## config.mk

```make
export PLATFORM = sky130hd
export DESIGN_NAME = lc4_div_sched
export DESIGN_NICKNAME = d
export VERILOG_FILES = /design/src/rtl/lc4_div_sched.sv
export SDC_FILE = /design/constraint.sdc
export NUM_CORES = 1
export LEC_CHECK = 0
export BUFFER_PORTS_ARGS = -buffer_cell sky130_fd_sc_hd__buf_2
export CAP_MARGIN = 10
export CORE_MARGIN = 5
export CORE_UTILIZATION = 49
export DETAILED_ROUTE_END_ITERATION = 10
export GPL_TIMING_DRIVEN = 0
export PLACE_DENSITY = 0.75
export SLEW_MARGIN = 20
export SYNTH_ARGS = -nofsm -noshare
export SYNTH_HDL_FRONTEND = slang
export SYNTH_SLANG_ARGS = --single-unit
```

## constraint.sdc

```tcl
create_clock -name clk -period 4.9 [get_ports clk]
set_input_delay 0 -clock clk [delete_from_list [all_inputs] [get_ports clk]]
set_output_delay 0 -clock clk [all_outputs]
set_load 0.05 [all_outputs]
```

## src/rtl/lc4_div_sched.sv

```systemverilog
// LC4 unsigned divide/modulo scheduler: two requesters share one restoring divider
// through round-robin arbitration. The result is held until the owner acknowledges it.
module lc4_div_sched #(
   parameter int WIDTH     = 16,
   parameter int ZERO_FAST = 1
) (
   input  logic             clk,
   input  logic             rst,
   input  logic             i_req0,
   input  logic [WIDTH-1:0] i_dividend0,
   input  logic [WIDTH-1:0] i_divisor0,
   output logic             o_gnt0,
   input  logic             i_req1,
   input  logic [WIDTH-1:0] i_dividend1,
   input  logic [WIDTH-1:0] i_divisor1,
   output logic             o_gnt1,
   output logic             o_busy,
   output logic             o_valid,
   output logic             o_owner,
   output logic [WIDTH-1:0] o_quotient,
   output logic [WIDTH-1:0] o_remainder,
   input  logic             i_ack
);

   localparam int CW = (WIDTH > 1) ? $clog2(WIDTH) : 1;
   localparam logic [CW-1:0] CNT_ZERO = CW'(0);
   localparam logic [CW-1:0] CNT_ONE  = CW'(1);
   localparam logic [CW-1:0] CNT_LAST = CW'(WIDTH - 1);
   localparam logic [WIDTH-1:0] ZERO_W = WIDTH'(0);
   localparam logic FAST_EN = (ZERO_FAST != 0);

   typedef enum logic [1:0] {
      ST_IDLE = 2'd0,
      ST_RUN  = 2'd1,
      ST_DONE = 2'd2
   } state_t;

   state_t           state_r;
   state_t           state_s;
   logic             last_r;
   logic             owner_r;
   logic [WIDTH-1:0] divisor_r;
   logic [WIDTH-1:0] q_r;
   logic [WIDTH-1:0] r_r;
   logic [WIDTH-1:0] quot_r;
   logic [WIDTH-1:0] rem_r;
   logic [CW-1:0]    cnt_r;

   logic             gnt0_s;
   logic             gnt1_s;
   logic             accept_s;
   logic [WIDTH-1:0] sel_dividend_s;
   logic [WIDTH-1:0] sel_divisor_s;
   logic             fast_zero_s;
   logic             last_step_s;
   logic             div_zero_s;
   logic [WIDTH:0]   shifted_s;
   logic [WIDTH:0]   diff_s;
   logic [WIDTH-1:0] step_q_s;
   logic [WIDTH-1:0] step_r_s;

   // State register
   always_ff @(posedge clk) begin
      if (rst) begin
         state_r <= ST_IDLE;
      end else begin
         state_r <= state_s;
      end
   end

   // Round-robin grant: only in IDLE and never while reset is asserted
   always_comb begin
      gnt0_s = 1'b0;
      gnt1_s = 1'b0;
      if ((state_r == ST_IDLE) && !rst) begin
         if (i_req0 && i_req1) begin
            if (last_r) begin
               gnt0_s = 1'b1;
            end else begin
               gnt1_s = 1'b1;
            end
         end else if (i_req0) begin
            gnt0_s = 1'b1;
         end else if (i_req1) begin
            gnt1_s = 1'b1;
         end else begin
            gnt0_s = 1'b0;
            gnt1_s = 1'b0;
         end
      end else begin
         gnt0_s = 1'b0;
         gnt1_s = 1'b0;
      end
   end

   // Operand selection for the winning requester
   always_comb begin
      accept_s = gnt0_s | gnt1_s;
      if (gnt1_s) begin
         sel_dividend_s = i_dividend1;
         sel_divisor_s  = i_divisor1;
      end else begin
         sel_dividend_s = i_dividend0;
         sel_divisor_s  = i_divisor0;
      end
      fast_zero_s = FAST_EN && (sel_divisor_s == ZERO_W);
      last_step_s = (cnt_r == CNT_ZERO);
      div_zero_s  = (divisor_r == ZERO_W);
   end

   // One restoring-division step; the extra bit keeps the shifted-out remainder MSB
   always_comb begin
      shifted_s = {r_r, q_r[WIDTH-1]};
      diff_s    = shifted_s - {1'b0, divisor_r};
      if (!diff_s[WIDTH]) begin
         step_r_s = diff_s[WIDTH-1:0];
         step_q_s = {q_r[WIDTH-2:0], 1'b1};
      end else begin
         step_r_s = shifted_s[WIDTH-1:0];
         step_q_s = {q_r[WIDTH-2:0], 1'b0};
      end
   end

   // Next-state logic
   always_comb begin
      state_s = state_r;
      case (state_r)
         ST_IDLE: begin
            if (accept_s) begin
               if (fast_zero_s) begin
                  state_s = ST_DONE;
               end else begin
                  state_s = ST_RUN;
               end
            end else begin
               state_s = ST_IDLE;
            end
         end
         ST_RUN: begin
            if (last_step_s) begin
               state_s = ST_DONE;
            end else begin
               state_s = ST_RUN;
            end
         end
         ST_DONE: begin
            if (i_ack) begin
               state_s = ST_IDLE;
            end else begin
               state_s = ST_DONE;
            end
         end
         default: begin
            state_s = ST_IDLE;
         end
      endcase
   end

   // Operand latch, iteration datapath, held result and round-robin pointer
   always_ff @(posedge clk) begin
      if (rst) begin
         last_r    <= 1'b1;
         owner_r   <= 1'b0;
         divisor_r <= ZERO_W;
         q_r       <= ZERO_W;
         r_r       <= ZERO_W;
         quot_r    <= ZERO_W;
         rem_r     <= ZERO_W;
         cnt_r     <= CNT_ZERO;
      end else begin
         case (state_r)
            ST_IDLE: begin
               if (accept_s) begin
                  owner_r   <= gnt1_s;
                  divisor_r <= sel_divisor_s;
                  q_r       <= sel_dividend_s;
                  r_r       <= ZERO_W;
                  cnt_r     <= CNT_LAST;
                  if (fast_zero_s) begin
                     quot_r <= ZERO_W;
                     rem_r  <= ZERO_W;
                  end
               end
            end
            ST_RUN: begin
               q_r <= step_q_s;
               r_r <= step_r_s;
               if (last_step_s) begin
                  // LC4 defines x/0 and x%0 as zero
                  quot_r <= div_zero_s ? ZERO_W : step_q_s;
                  rem_r  <= div_zero_s ? ZERO_W : step_r_s;
               end else begin
                  cnt_r <= cnt_r - CNT_ONE;
               end
            end
            ST_DONE: begin
               if (i_ack) begin
                  last_r <= owner_r;
               end
            end
            default: begin
               last_r <= last_r;
            end
         endcase
      end
   end

   assign o_gnt0      = gnt0_s;
   assign o_gnt1      = gnt1_s;
   assign o_busy      = (state_r != ST_IDLE);
   assign o_valid     = (state_r == ST_DONE);
   assign o_owner     = owner_r;
   assign o_quotient  = quot_r;
   assign o_remainder = rem_r;

endmodule

```

# ---- Word level (Yosys, flattened, before mapping)
# Cells that the tools add are included.
dict set report totals {
  reg_bits 88
  output_inout_bits 37
  word_cells 65
}
dict set report op_classes {
  mux 33
  bitwise_logic 1
  n_reduce_logical 14
  n_eq_ne 6
  n_addsub 2
}
# cell count
set ops {}
lappend ops {{2-to-1 mux 16 bit} 11}
lappend ops {{one-hot mux 16 bit (2 select lines)} 4}
lappend ops {{zero test 16 bit} 2}
lappend ops {{subtractor 17 x 16 -> 17 bit} 1}
lappend ops {{2-to-1 mux 1 bit} 10}
lappend ops {{2-to-1 mux 2 bit} 4}
lappend ops {{2-to-1 mux 4 bit} 2}
lappend ops {{inequality test 2 bit, second input constant} 4}
lappend ops {{one-hot mux 4 bit (2 select lines)} 1}
lappend ops {{one-hot mux 2 bit (3 select lines)} 1}
lappend ops {{AND reduction 2 bit} 3}
lappend ops {{zero test 4 bit} 1}
lappend ops {{AND reduction 4 bit} 1}
lappend ops {{nonzero test 2 bit} 2}
lappend ops {{subtractor 4 x 1 -> 4 bit, second input constant} 1}
lappend ops {{AND reduction 3 bit} 1}
lappend ops {{equality test 2 x 1 -> 1 bit, second input constant} 1}
lappend ops {{equality test 2 bit, second input constant} 1}
lappend ops {{logical AND 1 bit} 2}
lappend ops {{zero test 2 bit} 1}
lappend ops {{zero test 1 bit} 1}
lappend ops {{OR 1 bit} 1}

# ---- Logic depth before layout (Yosys ltp)
# Gate-level depths: netlist of the first run.
dict set report logic_depth {
  depth_word 9
  depth_mapped 12
}

# ---- Worst setup path after synthesis of the first run
# Ideal clock, no wire load.
dict set report synth_timing {
  kind {register to register}
  from {reg q_r[15]}
  to {reg rem_r[15], in the netlist o_remainder[15]}
  arrival_ns 2.456
  period_less_slack_ns 2.578
  stages_incl_launch_ff 12
  t_required_ns 4.778
  slack_ns 2.322
  cell_sequence {dfxtp_1 inv_1 ha_1 fa_1 nor2b_1 o31ai_2 a211oi_2 nor3_1 or3b_1 buf_6 and4b_4 a221o_1}
}
dict set report synth_between {
  elab_chain_len 5
}
# item line
set synth_lines {}
lappend synth_lines {{start, declared} 43} ;# logic [WIDTH-1:0] q_r;
lappend synth_lines {{start signal, assigned} 176} ;# q_r <= sel_dividend_s;
lappend synth_lines {{start signal, assigned} 186} ;# q_r <= step_q_s;
lappend synth_lines {{subtractor 17 x 16 -> 17 bit} 114} ;# diff_s = shifted_s - {1'b0, divisor_r};
lappend synth_lines {{2-to-1 mux 16 bit} 115} ;# if (!diff_s[WIDTH]) begin
lappend synth_lines {{2-to-1 mux 16 bit} 191} ;# rem_r <= div_zero_s ? ZERO_W : step_r_s;
lappend synth_lines {{2-to-1 mux 16 bit} 188} ;# if (last_step_s) begin
lappend synth_lines {{one-hot mux 16 bit (2 select lines)} 171} ;# case (state_r)
lappend synth_lines {{end signal, assigned} 191}
lappend synth_lines {{end, declared} 46} ;# logic [WIDTH-1:0] rem_r;
# No other way between the ends. The select of a mux whose other input is x is not followed.
# A chain may end at the register's enable or synchronous reset.

# ---- Worst setup path in the final report of the first run
dict set report layout_timing {
  from {reg divisor_r[2]}
  to {reg rem_r[14], in the netlist o_remainder[14]}
}
dict set report layout_between {
  elab_chain_len 5
  word_cells_on_any_way 6
  cone_classes {add/sub (1); mux (4); reduce/logical (1)}
}
# item line
set layout_lines {}
lappend layout_lines {{start, declared} 42} ;# logic [WIDTH-1:0] divisor_r;
lappend layout_lines {{start signal, assigned} 175} ;# divisor_r <= sel_divisor_s;
lappend layout_lines {{subtractor 17 x 16 -> 17 bit} 114}
lappend layout_lines {{2-to-1 mux 16 bit} 115}
lappend layout_lines {{2-to-1 mux 16 bit *} 191}
lappend layout_lines {{2-to-1 mux 16 bit *} 188}
lappend layout_lines {{one-hot mux 16 bit (2 select lines) *} 171}
# Every way passes the cells marked *; elsewhere a longest branch is shown, timed or not. The select of a mux whose other input is x is not followed.

==> flow_metrics.env, run 1 <==
export IMPL_cts_buffer_depth=2
export IMPL_hold_viol_final=0
export IMPL_max_slew_worst_pin_slew_ns=0.783
export IMPL_via_per_inst=5.51
export IMPL_setup_tns_ns=0
export IMPL_synth_flop_cell="sky130_fd_sc_hd__dfxtp_1"
export IMPL_report_power_total_mw=1.95
export IMPL_via_count_of_the_first_global_routing_pass=4795
export IMPL_timing_final_max_slew_violations=0
export IMPL_skew_ns=0.0148
export IMPL_fp_dieArea_um2=11600
export IMPL_dr_iter_0_viols=357
export IMPL_yosys_cell_types_count=53
export IMPL_firstDrtPassIters=5
export IMPL_core_rowCount=35
export IMPL_swShare_pct=36.3
export IMPL_syn_num_nets=672
export IMPL_clock_tree_htree_level_count=3
export IMPL_clk_pin_slew_worst_paths_ns=0.10
export IMPL_final_instance_count_excl_fill=876
export IMPL_ioPinCount=106
export IMPL_antenna_found_initial=0
export IMPL_port_buffers=104
export IMPL_area_delta_synth_final_pct=27.6
export IMPL_post_synth_cell_area_avg_um2=8.01
export IMPL_gpl_final_weighted_congestion=0.887
export IMPL_combPwrFrac_pct=33.5
export IMPL_ant_diodes=0
export IMPL_min_delay_path_class="primary input to register"
export IMPL_cts_root_buf="sky130_fd_sc_hd__clkbuf_8"
export IMPL_instance_count_of_the_mapped_netlist=585
export IMPL_yosys_register_bits=88
export IMPL_antenna_left=0
export IMPL_yosysTopAreaCellShare_pct=37.6
export IMPL_dr_total_vias=4826
export IMPL_grt_util_all_layers_pct=24.0
export IMPL_post_route_min_period_ns=2.90
export IMPL_required_time_at_the_worst_slack_endpoint_ns=5.14
export IMPL_final_period_utilization_pct=59.3
export IMPL_max_slew_margin_rel_pct=47.6
export IMPL_routedWlPerCell_um=15.6
export IMPL_critPathKind="register to register"
export IMPL_core_area_um2=9280
export IMPL_cts_tree="yes"
export IMPL_most_common_layout_cells="sky130_fd_sc_hd__nand2_1, sky130_fd_sc_hd__buf_2, sky130_fd_sc_hd__dfxtp_1"
export IMPL_ratio_of_cells_with_drive_above_1_in_the_final_layout_pct=18.5
export IMPL_overflow=0
export IMPL_max_freq_mhz=344
export IMPL_p_leak_nw=2.67
export IMPL_place_hpwl_um=10200
export IMPL_endpoint_kind="register"
export IMPL_portion_of_the_post_synthesis_area_used_by_sequential_elements_pct=37.6
export IMPL_synth_async_reset_ratio_pct=0
export IMPL_final_setup_viol_count=0
export IMPL_internal_power_mw=1.24
export IMPL_cts_sinks=88
export IMPL_status="finished clean"
export IMPL_synth_enable_flop_cells=0
export IMPL_dp_cells=818
export IMPL_clkLatencyLatePin_ns=0.37
export IMPL_startpoint_type="register"
export IMPL_p_sw_mw=0.709
export IMPL_routed_wl_um=13700
export IMPL_synth_area_um2=4690
export IMPL_worst_path_max_fanout=10
export IMPL_route_detailed_drc=0
export IMPL_maxCapViolCount=0
export IMPL_synth_area_top_cells="sky130_fd_sc_hd__dfxtp_1, sky130_fd_sc_hd__nand2_1, sky130_fd_sc_hd__mux2i_1, sky130_fd_sc_hd__ha_1, sky130_fd_sc_hd__o21ai_0"
export IMPL_grt_first_pass_wirelength_um=22500
export IMPL_clock_power_share_pct=24.9
export IMPL_rsz0062_at_grt="no"
export IMPL_cp_data_arrival_time_ns=3.15
export IMPL_num_nets_final=829
export IMPL_die_height_um=108
export IMPL_post_synth_top_area_cell="sky130_fd_sc_hd__dfxtp_1"
export IMPL_cts_made_buffers=9
export IMPL_start_util_pct=50.5
export IMPL_worst_ir_drop_vdd_mv=0.151
export IMPL_largest_net_degree_at_the_start_of_global_routing=17
export IMPL_die_w_um=108
export IMPL_power_frac_seq_pct=41.6
export IMPL_power_per_cell_area_nw_per_um2=326
export IMPL_ys_warn_count=0
-- state kept, by name, summed over array words and instances (netlist names) --
register     count
cnt_r            4
r_r             16
o_quotient      16
last_r           1
o_owner          1
q_r             16
o_remainder     16
state_r          2
divisor_r       16
-- layout make-up --
cell class,instances,area (µm²)
Buffer,35,160
Clock buffer,10,138
Clock inverter,6,51.3
Fill cell,809,3310
Inverter,26,97.6
Multi-Input combinational cell,436,2670
Sequential cell,88,1760
Tap cell,129,161
Timing Repair Buffer,146,941
-- cells in the mapped netlist, drive strengths merged, types with 3 or more instances --
library cell and number:
nand2 110, dfxtp 88, nor2 49, o21ai 41, mux2i 30, a21oi 29
clkbuf 27, inv 25, a211oi 20, nand3 20, ha 17, a222oi 16
nor4 14, nor3 10, buf 8, xnor2 8, nor2b 7, nand2b 6
nand4 6, a21o 5, xor2 5, o21a 4, a31oi 3, or3 3
-- layer usage --
layer	track usage (%)	vias to the layer above	part of all wire [%]
li1	-	2397	-
met1	30.7	2234	44
met2	40.7	179	49
met3	5.46	16	5.7
met4	6.22	0	1.5
met5	0	-	0
-- through the flow --
stage               util [%]  hold WS (ns)  instance area (µm²)  setup WS [ns]
floorplan                  -         0.161                 4690           2.32
global placement        57.8         0.279                 5370           2.04
detailed placement      57.8         0.284                 5370           1.99
CTS                     64.4      0.000620                 5980           1.99
global route            64.4       0.00182                 5980           1.81
finish                  64.4        0.0174                 5980           2.00
-- worst paths after layout --
kind                               startpoint  slack [ns]  cells past startpoint                           end
setup / recovery    divisor_r[2]$_SDFFE_PP0P_        2.00                     11  o_remainder[14]$_SDFFE_PP0P_
hold / removal                  i_divisor1[9]        0.02                      3     divisor_r[9]$_SDFFE_PP0P_
setup reg to reg    divisor_r[2]$_SDFFE_PP0P_        2.00                     11  o_remainder[14]$_SDFFE_PP0P_
hold reg to reg   o_remainder[5]$_SDFFE_PP0P_        0.45                      2   o_remainder[5]$_SDFFE_PP0P_
-- repair_timing --
action | in CTS | in global routing
hold buffers | 42 | 0
endpoints found under the hold margin | 23 | 0
gates resized for setup | 0 | 0
setup buffers | 0 | 0
-- cell families (layout without fill, tap and decap cells) --
group / Yosys count / count (layout) / share of synthesized area, %
DFF: 88 / 88 / 37.6
adders and majority gates: 18 / 18 / 4.97
AOI/OAI and AO/OA: 139 / 139 / 20.1
buffers and inverters: 61 / 223 / 5.50
and+or+nand+nor: 234 / 234 / 22.3
xor gates and xnor gates: 13 / 13 / 2.43
muxes: 32 / 32 / 7.05
-- power groups by stage --
stage	Clock (mW)	Sequential, mW	Combinational [mW]
2_1_floorplan	0	0.833	0.445
3_3_place_gp	0	0.824	0.599
4_1_cts	0.499	0.810	0.644
6_report	0.486	0.812	0.653
3_5_place_dp	0	0.826	0.610
5_1_grt	0.531	0.819	0.721
-- critical path: stages (launching register included) --
cell	delay (ns)
sky130_fd_sc_hd__dfxtp_1	0.40
sky130_fd_sc_hd__inv_1	0.08
sky130_fd_sc_hd__ha_1	0.34
sky130_fd_sc_hd__nor2b_1	0.17
sky130_fd_sc_hd__o31ai_2	0.43
sky130_fd_sc_hd__a211oi_2	0.15
sky130_fd_sc_hd__o21ai_0	0.16
sky130_fd_sc_hd__or3b_1	0.37
sky130_fd_sc_hd__buf_6	0.15
sky130_fd_sc_hd__buf_2	0.19
sky130_fd_sc_hd__mux2i_1	0.24
sky130_fd_sc_hd__o21ai_0	0.11
Note: power is estimated with default switching activity, not from simulation.
==> inputs of run 2 (changes only) <==
- clock period: 4.9 -> 2.7 ns (I/O delays scaled with it)
==> run 2 against run 1 <==
  * Register-to-register slack worse by 2.0 ns
  * Total power is 97% higher
  * Combinational power is 130% higher
  * Worst hold slack worse by 0.0059 ns
  * Final area is 7.3% higher
  * Sequential power is 83% higher
  * Die area stayed put
  * Global-route usage is 0.18 points higher
  * Critical path type unchanged
  * Critical endpoint is now o_remainder[15]$_SDFFE_PP0P_
  * Largest cell class unchanged
  * Highest routed layer unchanged
==> flow_metrics.env, run 2 (synthesis results as in run 1) <==
export IMPL_fillers=754
export IMPL_critPathMostFrequentCell="sky130_fd_sc_hd__buf_6"
export IMPL_dr_total_vias=4980
export IMPL_clk_pin_slew_worst_paths_ns=0.10
export IMPL_clkLatencyLatePin_ns=0.37
export IMPL_swShare_pct=36.7
export IMPL_clock_power_share_pct=23.0
export IMPL_cp_data_arrival_time_ns=2.94
export IMPL_ioPinCount=106
export IMPL_clock_tree_htree_level_count=3
export IMPL_die_w_um=108
export IMPL_die_height_um=108
export IMPL_cts_tree="yes"
export IMPL_cp_depth=11
export IMPL_num_nets_final=842
export IMPL_timing_hold_worst_endpoint="divisor_r[9]$_SDFFE_PP0P_"
export IMPL_min_delay_path_class="primary input to register"
export IMPL_max_freq_mhz=374
export IMPL_cts_made_buffers=9
export IMPL_rsz0062_at_grt="yes"
export IMPL_start_util_pct=50.5
export IMPL_worstReg2RegEnd="o_remainder[15]$_SDFFE_PP0P_"
export IMPL_antenna_found_initial=0
export IMPL_worst_path_max_fanout=6
export IMPL_wirelength_met1_um=6040
export IMPL_grt_first_pass_wirelength_um=22600
export IMPL_route_detailed_drc=0
export IMPL_skew_ns=0.0151
export IMPL_power_frac_seq_pct=38.6
export IMPL_core_area_um2=9280
export IMPL_met3_wire_length_um=878
export IMPL_core_rowCount=35
export IMPL_met2WireLength_um=7250
export IMPL_required_time_at_the_worst_slack_endpoint_ns=2.96
export IMPL_antenna_left=0
export IMPL_routedWlPerCell_um=16.2
export IMPL_worst_ir_drop_vdd_mv=0.278
export IMPL_dp_cells=818
export IMPL_max_slew_margin_rel_pct=53.6
export IMPL_power_per_cell_area_nw_per_um2=600
export IMPL_final_setup_viol_count=0
export IMPL_critical_path_top_delay_family="simple AND/OR/NAND/NOR gates"
export IMPL_via_per_inst=5.60
export IMPL_ratio_of_cells_with_drive_above_1_in_the_final_layout_pct=25.5
export IMPL_combPwrFrac_pct=38.4
export IMPL_ff2ff_setup_slack_ns=0.03
export IMPL_timing_hold_worst_start="i_divisor1[9]"
export IMPL_cts_sinks=88
export IMPL_gpl_final_weighted_congestion=0.887
export IMPL_critPathMaxStageDelay_ns=0.39
export IMPL_max_slew_worst_pin_slew_ns=0.696
export IMPL_cts_root_buf="sky130_fd_sc_hd__clkbuf_8"
export IMPL_layout_core_utilization_pct=69.1
export IMPL_via_count_of_the_first_global_routing_pass=4797
export IMPL_area_delta_synth_final_pct=36.9
export IMPL_largest_net_degree_at_the_start_of_global_routing=17
export IMPL_dr_iter_0_viols=337
export IMPL_startpoint_type="register"
export IMPL_fp_dieArea_um2=11600
export IMPL_cpMaxStageDelayCell="sky130_fd_sc_hd__or3b_1"
export IMPL_critical_path_n_buffers_inverters=3
export IMPL_hold_viol_final=0
export IMPL_critPathKind="register to register"
export IMPL_p_sw_mw=1.41
export IMPL_maxCapViolCount=0
export IMPL_path_cells="inv_2, ha_4, buf_6, nand3_4, or3_4, a211oi_2, nor3_1, or3b_1, buf_6, and4b_4, a221o_1"
export IMPL_final_common_cell="sky130_fd_sc_hd__nand2_1"
export IMPL_status="finished clean"
export IMPL_firstDrtPassIters=6
export IMPL_cts_buffer_depth=2
export IMPL_p_leak_nw=2.79
export IMPL_timing_final_max_slew_violations=0
export IMPL_internal_power_mw=2.44
export IMPL_place_hpwl_um=10200
export IMPL_endpoint_kind="register"
export IMPL_final_period_utilization_pct=99.0
export IMPL_final_instance_count_excl_fill=889
export IMPL_overflow=0
export IMPL_ant_diodes=0
export IMPL_regToRegStartpoint="divisor_r[14]$_SDFFE_PP0P_"
export IMPL_ff2ff_path_depth=11
export IMPL_most_common_layout_cells="sky130_fd_sc_hd__nand2_1, sky130_fd_sc_hd__buf_2, sky130_fd_sc_hd__dfxtp_1"
export IMPL_post_route_min_period_ns=2.67
export IMPL_hold_path_depth=3
export IMPL_routed_top_layer="met4"
export IMPL_port_buffers=104
export IMPL_routed_wl_um=14400
export IMPL_grt_util_all_layers_pct=24.2
==> run 2: changes by cell type in the layout (fill, tap and decap cells not counted), moves of 3 or more <==
cell / change
sky130_fd_sc_hd__ha_1: -8
sky130_fd_sc_hd__mux2i_1: -11
sky130_fd_sc_hd__ha_4: +8
sky130_fd_sc_hd__inv_2: +6
sky130_fd_sc_hd__mux2i_2: +3
sky130_fd_sc_hd__dfxtp_2: +9
sky130_fd_sc_hd__mux2i_4: +8
sky130_fd_sc_hd__dlygate4sd3_1: +3
sky130_fd_sc_hd__dfxtp_1: -9
sky130_fd_sc_hd__o21ai_0: -23
sky130_fd_sc_hd__inv_1: -5
sky130_fd_sc_hd__o21ai_1: +22
sky130_fd_sc_hd__buf_4: +10
==> run 2: cell type report <==
class / count / area [µm²] / share of cell area (%)
multi-input cells: 436 / 2940 / 45.9
flip-flops and latches: 88 / 1770 / 27.6
repair buffers: 160 / 1070 / 16.7
plain buffers: 34 / 179 / 2.79
well taps: 129 / 161 / 2.52
clock buffers: 10 / 138 / 2.15
inverters: 26 / 97.6 / 1.52
clock inverters: 6 / 51.3 / 0.800
==> run 2: repair_timing <==
action | CTS | global route
setup endpoints to repair | 33 | 43
endpoints found under the hold margin | 23 | 2
gates resized for setup | 17 | 74
hold buffers | 42 | 3
pin swaps | 1 | 12
buffers inserted | 2 | 8
gates cloned | 0 | 1
==> run 2: layer usage <==
layer	GRT usage (%)	vias up
li1	-	2434
met1	30.9	2331
met2	41.5	199
met3	5.34	16
met4	5.59	0
met5	0	-
==> run 2: worst reg2reg max path, delay by kind of cell, from the launching register on <==
family          cells  cell delay [ns]
compound gates      2             0.53
fa+ha+maj           1             0.26
buf+inv             3             0.31
flops               1             0.36
simple gates        5             1.10
==> run 2: worst max-delay path by stage <==
| stage | startpoint | endpoint | slack (ns) |
|---|---|---|---|
| after floorplan | q_r[15]$_SDFFE_PP0P_ | o_remainder[15]$_SDFFE_PP0P_ | 0.12 |
| after detailed placement | divisor_r[2]$_SDFFE_PP0P_ | o_remainder[14]$_SDFFE_PP0P_ | -0.21 |
| after CTS | divisor_r[14]$_SDFFE_PP0P_ | r_r[14]$_SDFFE_PP0P_ | 0.005 |
| after global placement | divisor_r[2]$_SDFFE_PP0P_ | r_r[14]$_SDFFE_PP0P_ | -0.16 |
| final | divisor_r[14]$_SDFFE_PP0P_ | o_remainder[15]$_SDFFE_PP0P_ | 0.03 |
| after global routing | divisor_r[14]$_SDFFE_PP0P_ | o_remainder[15]$_SDFFE_PP0P_ | -0.03 |
==> run 2: per-stage QoR <==
step                setup slack, ns  TNS (ns)  power, mW  instance area (µm²)  hold WS [ns]
floorplan                     0.122         0       2.32                 4690         0.161
global placement             -0.159     -1.66       2.58                 5370         0.279
detailed placement           -0.207     -2.61       2.61                 5370         0.284
CTS                         0.00491         0       3.59                 6060      0.000620
global route                -0.0347    -0.218       4.06                 6410        0.0122
finish                       0.0273         0       3.85                 6410        0.0115
==> run 2: power by group through the flow <==
stage               combinational (mW)  sequential, mW  clock (mW)
finish                            1.48            1.49       0.884
floorplan                        0.807            1.51           0
CTS                               1.22            1.47       0.906
detailed placement                1.11            1.50           0
global route                      1.60            1.50       0.965
global placement                  1.09            1.49           0
